===== config.mk =====
export PLATFORM = sky130hd
export DESIGN_NAME = ngy_grid_renderer
export DESIGN_NICKNAME = d
export VERILOG_FILES = /design/src/rtl/ngy_video_pkg.sv /design/src/rtl/ngy_video_timing.sv /design/src/rtl/ngy_grid_renderer.sv
export SDC_FILE = /design/constraint.sdc
export NUM_CORES = 2
export LEC_CHECK = 0
export CORE_AREA = 2 2 477 479
export CTS_CLUSTER_SIZE = 24
export DETAILED_ROUTE_END_ITERATION = 8
export DIE_AREA = 0 0 479 481
export MAX_ROUTING_LAYER = met4
export PLACE_DENSITY = 0.49
export SYNTH_ARGS = -nofsm -noshare
export SYNTH_HDL_FRONTEND = slang
export SYNTH_SLANG_ARGS = --single-unit
export TNS_END_PERCENT = 1

===== constraint.sdc =====
create_clock -name clk_74a -period 9.76 [get_ports clk_74a]
set_clock_uncertainty 0.05 [all_clocks]
set_input_delay 1.952 -clock clk_74a [delete_from_list [all_inputs] [get_ports clk_74a]]
set_output_delay 1.952 -clock clk_74a [all_outputs]
set_load 0.01 [all_outputs]

===== src/rtl/ngy_video_pkg.sv =====
// Shared constants for the ngy video path.
// Holds the default raster timing (active area, porches, sync widths, totals),
// the cell geometry, the colour constants and small helpers that derive line/frame
// totals from an active size.
package ngy_video_pkg;

  localparam int unsigned CELL_PX    = 8;
  localparam int unsigned CELL_SHIFT = $clog2(CELL_PX);

  localparam int unsigned H_ACTIVE = 320;
  localparam int unsigned H_FP     = 8;
  localparam int unsigned H_SYNC   = 32;
  localparam int unsigned H_BP     = 40;
  localparam int unsigned H_TOTAL  = H_ACTIVE + H_FP + H_SYNC + H_BP;

  localparam int unsigned V_ACTIVE = 240;
  localparam int unsigned V_FP     = 2;
  localparam int unsigned V_SYNC   = 3;
  localparam int unsigned V_BP     = 17;
  localparam int unsigned V_TOTAL  = V_ACTIVE + V_FP + V_SYNC + V_BP;

  localparam logic [23:0] ON_COLOR      = 24'hFFFFFF;
  localparam logic [23:0] OFF_COLOR     = 24'h000000;
  localparam logic [23:0] OUTLINE_COLOR = 24'h404040;
  localparam bit          OUTLINE_EN    = 1'b1;

  // Width of the flat cell index (covers the default 1200-cell grid).
  localparam int unsigned IDX_W = 11;

  function automatic int unsigned h_total(input int unsigned h_active);
    return h_active + H_FP + H_SYNC + H_BP;
  endfunction

  function automatic int unsigned v_total(input int unsigned v_active);
    return v_active + V_FP + V_SYNC + V_BP;
  endfunction

endpackage


===== src/rtl/ngy_video_timing.sv =====
// Raster timing generator for the ngy grid renderer.
// Ports:
//   clk_74a    - system clock, rising edge
//   reset      - synchronous, active-high
//   pix_ce     - pixel clock-enable; counters advance only when high
//   h_cnt      - horizontal pixel counter, 0..HTotal-1
//   v_cnt      - line counter, 0..VTotal-1, steps when h_cnt wraps
//   active     - current position is inside the visible area
//   hs_raw     - horizontal sync window (undelayed)
//   vs_raw     - vertical sync window (undelayed)
//   snap_point - first pixel of vertical blanking (h=0, v=VActive)
module ngy_video_timing
  import ngy_video_pkg::*;
#(
  parameter int unsigned HActive = H_ACTIVE,
  parameter int unsigned VActive = V_ACTIVE,
  localparam int unsigned HTotal  = h_total(HActive),
  localparam int unsigned VTotal  = v_total(VActive),
  localparam int unsigned HCntW   = $clog2(HTotal),
  localparam int unsigned VCntW   = $clog2(VTotal)
) (
  input  logic             clk_74a,
  input  logic             reset,
  input  logic             pix_ce,
  output logic [HCntW-1:0] h_cnt,
  output logic [VCntW-1:0] v_cnt,
  output logic             active,
  output logic             hs_raw,
  output logic             vs_raw,
  output logic             snap_point
);

  logic [HCntW-1:0] h_cnt_q, h_cnt_d;
  logic [VCntW-1:0] v_cnt_q, v_cnt_d;

  always_comb begin
    h_cnt_d = h_cnt_q;
    v_cnt_d = v_cnt_q;
    if (pix_ce) begin
      if (h_cnt_q == HCntW'(HTotal - 1)) begin
        h_cnt_d = '0;
        v_cnt_d = (v_cnt_q == VCntW'(VTotal - 1)) ? '0 : v_cnt_q + VCntW'(1);
      end else begin
        h_cnt_d = h_cnt_q + HCntW'(1);
      end
    end
  end

  always_ff @(posedge clk_74a) begin
    if (reset) begin
      h_cnt_q <= '0;
      v_cnt_q <= '0;
    end else begin
      h_cnt_q <= h_cnt_d;
      v_cnt_q <= v_cnt_d;
    end
  end

  assign h_cnt = h_cnt_q;
  assign v_cnt = v_cnt_q;

  assign active = (h_cnt_q < HCntW'(HActive)) && (v_cnt_q < VCntW'(VActive));
  assign hs_raw = (h_cnt_q >= HCntW'(HActive + H_FP)) &&
                  (h_cnt_q <  HCntW'(HActive + H_FP + H_SYNC));
  assign vs_raw = (v_cnt_q >= VCntW'(VActive + V_FP)) &&
                  (v_cnt_q <  VCntW'(VActive + V_FP + V_SYNC));
  assign snap_point = (h_cnt_q == '0) && (v_cnt_q == VCntW'(VActive));

endmodule


===== src/rtl/ngy_grid_renderer.sv =====
// Renders the ngy one-bit cell grid as a raster of CELL_PX x CELL_PX blocks.
// The grid is snapshotted once per frame at the start of vertical blanking so that
// grid writes during the visible area never tear. Output is two pix_ce stages behind
// the counters: stage 1 looks up the cell bit, stage 2 picks the colour.
// Ports:
//   clk_74a     - system clock, rising edge
//   reset       - synchronous, active-high; wins over pix_ce
//   pix_ce      - pixel clock-enable; all state holds while low
//   grid_ram    - cell bits, cell (r,c) = grid_ram[r*GRID_COLS+c]
//   freeze      - inhibits the per-frame snapshot
//   vid_rgb     - pixel colour, zero outside the active area
//   vid_de      - active-video qualifier
//   vid_hs      - horizontal sync, active-high
//   vid_vs      - vertical sync, active-high
//   frame_start - single-cycle pulse on the cycle the snapshot is taken
module ngy_grid_renderer
  import ngy_video_pkg::*;
#(
  parameter int unsigned GRID_ROWS = V_ACTIVE / CELL_PX,
  parameter int unsigned GRID_COLS = H_ACTIVE / CELL_PX
) (
  input  logic                             clk_74a,
  input  logic                             reset,
  input  logic                             pix_ce,
  input  logic [0:GRID_ROWS*GRID_COLS-1]   grid_ram,
  input  logic                             freeze,
  output logic [23:0]                      vid_rgb,
  output logic                             vid_de,
  output logic                             vid_hs,
  output logic                             vid_vs,
  output logic                             frame_start
);

  localparam int unsigned Cells    = GRID_ROWS * GRID_COLS;
  localparam int unsigned CellIdxW = (Cells > 1) ? $clog2(Cells) : 1;
  localparam int unsigned HActive  = GRID_COLS * CELL_PX;
  localparam int unsigned VActive  = GRID_ROWS * CELL_PX;
  localparam int unsigned HCntW    = $clog2(h_total(HActive));
  localparam int unsigned VCntW    = $clog2(v_total(VActive));

  logic [HCntW-1:0] h_cnt;
  logic [VCntW-1:0] v_cnt;
  logic             active, hs_raw, vs_raw, snap_point;

  ngy_video_timing #(
    .HActive(HActive),
    .VActive(VActive)
  ) u_timing (
    .clk_74a   (clk_74a),
    .reset     (reset),
    .pix_ce    (pix_ce),
    .h_cnt     (h_cnt),
    .v_cnt     (v_cnt),
    .active    (active),
    .hs_raw    (hs_raw),
    .vs_raw    (vs_raw),
    .snap_point(snap_point)
  );

  // Snapshot
  logic             capture;
  logic [0:Cells-1] snap_q;

  assign capture     = pix_ce && snap_point && !freeze;
  assign frame_start = capture && !reset;

  always_ff @(posedge clk_74a) begin
    if (reset) begin
      snap_q <= '0;
    end else if (capture) begin
      snap_q <= grid_ram;
    end
  end

  // Stage 1: cell lookup
  logic [IDX_W-1:0] col, row, idx;
  logic             cell_bit, cell_edge;

  always_comb begin
    col = IDX_W'(h_cnt >> CELL_SHIFT);
    row = IDX_W'(v_cnt >> CELL_SHIFT);
    // Blanking positions would index past the grid; park them on cell 0.
    idx = active ? IDX_W'(row * IDX_W'(GRID_COLS) + col) : '0;
    cell_bit  = snap_q[idx[CellIdxW-1:0]];
    // Left column and top row of each cell form the outline.
    cell_edge = (h_cnt[CELL_SHIFT-1:0] == '0) || (v_cnt[CELL_SHIFT-1:0] == '0);
  end

  logic s1_active_q, s1_hs_q, s1_vs_q, s1_cell_q, s1_edge_q;

  // Stage 2: colour select
  logic [23:0] rgb_d, rgb_q;
  logic        de_q, hs_q, vs_q;

  always_comb begin
    rgb_d = '0;
    if (s1_active_q) begin
      if (OUTLINE_EN && s1_edge_q) begin
        rgb_d = OUTLINE_COLOR;
      end else if (s1_cell_q) begin
        rgb_d = ON_COLOR;
      end else begin
        rgb_d = OFF_COLOR;
      end
    end
  end

  always_ff @(posedge clk_74a) begin
    if (reset) begin
      s1_active_q <= 1'b0;
      s1_hs_q     <= 1'b0;
      s1_vs_q     <= 1'b0;
      s1_cell_q   <= 1'b0;
      s1_edge_q   <= 1'b0;
      rgb_q       <= '0;
      de_q        <= 1'b0;
      hs_q        <= 1'b0;
      vs_q        <= 1'b0;
    end else if (pix_ce) begin
      s1_active_q <= active;
      s1_hs_q     <= hs_raw;
      s1_vs_q     <= vs_raw;
      s1_cell_q   <= cell_bit;
      s1_edge_q   <= cell_edge;
      rgb_q       <= rgb_d;
      de_q        <= s1_active_q;
      hs_q        <= s1_hs_q;
      vs_q        <= s1_vs_q;
    end
  end

  assign vid_rgb = rgb_q;
  assign vid_de  = de_q;
  assign vid_hs  = hs_q;
  assign vid_vs  = vs_q;

endmodule


==> summary.md <==
The port buffer count came out at 1231. TritonCTS built the clock tree. Clock tree synthesis found a total of 1228 sinks.

After synthesis, the mean cell area works out to 7.47 um2. Across the run, the number of max-cap violations was 0. By area the synthesized netlist is led by dfxtp_1 46%, nand2_1 19%, a21oi_1 12%, mux2i_1 2.7%, clkbuf_1 2.5%.

Most used flip-flop cell after synthesis: dfxtp_1. After clock tree synthesis, the clock-pin slew on the worst setup and hold paths is 0.06 ns. Based on the critical path, the design can be clocked at up to 143 MHz.

The master of the slowest instance on the critical path is or3_1. Most repeated cell in the gate-level netlist after synthesis: nand2_1. Setup repair after global routing left no endpoint under its margin.

After floorplanning, the core was divided into 175 placement rows. Fraction of synthesis flops using an asynchronous set or reset pin: 0%. Final hold violation count: 0. The endpoint kind of the worst setup timing path was a register. The later pin in the worst-skew pair is clocked with a latency of 0.84 ns. Detailed routing inserted a total of 56.6k vias. After the last flow step, the layout net total stands at 9288. The logs give 4 for the H-tree depth reported by CTS and 26.1% for the all-layer global routing usage.

Dividing the detail-routed wire length by the instance count gives 27.1 um. Synthesis produced 7230 cells. The setup violation total in the final timing report is 0, and the detailed-route DRC error count is 0. The tools report the via count of the first global-routing pass as 54.9k. The area growth from synthesis to layout was 36.1%.

The total I/O pin count was 1232. The final layout contains routed wiring with a total length of 306000 um. The cell area after layout came out at 0.0735 mm2. The tools report the core area as 0.226 mm2.

The sum of overflow across all layers after global routing came out at 0. The worst setup path is of the reg2reg kind. Buffers added to address setup during post-CTS repair amount to 0. The highest ir drop seen on vdd came out at 0.116 mV. Source of the critical timing path: u_timing.v_cnt[3]$_SDFFE_PP0P_.

The number of slew-limit violations in the final report is 0. The number of design-rule violations left by the first detailed-router iteration was 5080. The longest clock path from root to sink contains 3 buffers. The worst-path maximum fanout came out at 11. After synthesis, flip-flops and latches occupy 45.5% of the total area. When the netlist entered floorplanning its net count stood at 8453. In this run the clock root is driven by a clkbuf_16. In this run the critical register-to-register path is launched from u_timing.v_cnt[3]$_SDFFE_PP0P_. The analysis attributes to cell leakage a power of 23.8 nW. The signal on the critical path passes through ha_4, fa_1, nand3b_1, or3_1, nor2_1, a221oi_1, o2bb2ai_1, o31ai_1, o41ai_1, o31ai_1, o211a_1.

The count of cells resized by post-cts repair was 0. Sorting the synthesized cells by how often they occur yields 2767 x nand2_1, 1295 x a21oi_1, 1228 x dfxtp_1. Summed over all failing endpoints, the final setup total negative slack is 0 ns. At the worst endpoint, the required time is 10.46 ns.

For this design the ratio of total power to cell area is 154 mW/mm2. The largest total area in the synthesized netlist belongs to dfxtp_1. The final cycle utilization of the critical path works out to 71.7%. The run finished with clean final reports.

The area share of the largest cell type after synthesis is 45.5%, and the number of flops mapped to enable cells by yosys is 0. The clock period could shrink to 7.00 ns. The area of the mapped netlist is 0.0540 mm2, and the width of the die is 479 um. The total die area is 0.230 mm2, and the arrival time at the worst endpoint is 7.70 ns.

The die is 481 um tall. The average via count per standard cell works out to 5.02. In this run, post-CTS hold repair placed 0 buffers. The most numerous cell type found on the critical path is o31ai_1. The worst hold path startpoint is snap_q[632]$_SDFFE_PP0P_.

Detailed placement finished with a half-perimeter wire length of 214000 um. In this run the tightest slew margin relative to its limit is 6.72%. The netlist uses 95 different library cells. The transition time at the pin with the least slew margin was 1.40 ns; the wire length of the first global-routing pass was 418000 um. The instance area at placement came out at 0.0684 mm2. STA classifies the critical path startpoint as a register. The logs give 6 for the first-pass iteration count of the detailed router and 232 for the largest net degree at the start of global routing. In this run, synthesis produced a sequential element count of 1228. At the end of routability-driven placement, the weighted congestion stood at 0.883.

The post-route antenna net violation count is 0, and the number of filler instances in the final layout is 24.2k. The worst hold path belongs to the class reg2reg. In the final layout, the share of cells above drive strength 1 is 5.32%. Buffers inserted during clock tree synthesis total 151.

Yosys printed 0 warnings. Initial antenna violation count: 103. On the worst path, the slowest cell contributes a delay of 0.92 ns.

Once the floorplan was initialized, standard cells occupied 23.9% of the core.
## layout make-up
class / instances / area (um2) / area share [%]
Antenna cell: 79 / 198 / 0.269
Clock buffer: 238 / 4440 / 6.04
Clock inverter: 34 / 448 / 0.609
Inverter: 19 / 73.8 / 0.100
Multi-Input combinational cell: 5337 / 26700 / 36.3
Sequential cell: 1228 / 24600 / 33.5
Tap cell: 3009 / 3760 / 5.12
Timing Repair Buffer: 1328 / 13300 / 18.1
## worst paths after layout
path | endpoint | slack, ns | cells past startpoint
worst max-delay path | s1_cell_q$_SDFFE_PP0P_ | 2.76 | 11
worst min-delay path | snap_q[632]$_SDFFE_PP0P_ | 0.40 | 2
worst max register to register | s1_cell_q$_SDFFE_PP0P_ | 2.76 | 11
worst min register to register | snap_q[632]$_SDFFE_PP0P_ | 0.40 | 2
## cells in the final DEF (no fill, tap or decap), types with 79 or more instances in the layout
cell             count
diode_2             79
nand3_1            152
o22ai_1             82
mux2i_1            148
clkbuf_16          154
a21oi_1           1295
dfxtp_1           1224
clkdlybuf4s50_1   1230
nand2_1           2765
o221ai_1           108
nor2_1             100
## metal layers
layer	up-vias	share of wire, %	track usage [%]
li1	26300	-	-
met1	27700	43	32.6
met2	2160	47	41.8
met3	397	6.4	4.79
met4	0	3.4	9.50
met5	-	0	-
## logic make-up (layout without fill, tap and decap cells)
kind of cell / after synthesis / in the layout / synth area share [%]
and+or+nand+nor: 3244 / 3244 / 24.2
buffers and inverters: 665 / 1619 / 5.51
other: 0 / 79 / 0
DFF: 1228 / 1228 / 45.5
AOI/OAI and AO/OA: 1857 / 1857 / 20.0
xor gates and xnor gates: 22 / 22 / 0.382
adders and majority gates: 19 / 19 / 0.468
muxes: 195 / 195 / 3.95
## power breakdown
part | total, mW | internal (mW) | leakage (nW) | switching [mW]
logic | 0.686 | 0.440 | 11.5 | 0.246
registers | 5.02 | 5.01 | 9.89 | 0.00269
clock network | 5.65 | 3.24 | 2.38 | 2.40
## state kept, by name, summed over array words and instances, names as in the netlist
name	flops
s1_hs_q	1
s1_edge_q	1
s1_cell_q	1
snap_q	1200
s1_vs_q	1
u_timing.v_cnt	9
vid_rgb	2
vid_vs	1
u_timing.h_cnt	9
vid_de	1
s1_active_q	1
vid_hs	1
## critical path: cells and delay by family, from the launching register on
kind / cells / cell delay (ns)
AO/OA/AOI/OAI: 6 / 3.22
AND/OR/NAND/NOR: 3 / 1.99
flip-flops: 1 / 0.59
adder cells (fa/ha/maj): 2 / 1.01
## per-stage QoR
step	cells	setup slack (ns)	util [%]	hold WS, ns	power, mW
final	11300	2.76	32.6	0.398	11.3
after global routing	11300	2.57	32.6	0.411	11.7
after CTS	11200	2.47	32.5	0.398	11.5
after detailed placement	10900	2.51	30.3	0.391	5.81
after global placement	10900	2.65	30.3	0.385	5.82
after floorplan	7230	4.91	-	0.377	5.21
(Power assumes the default switching activity.)
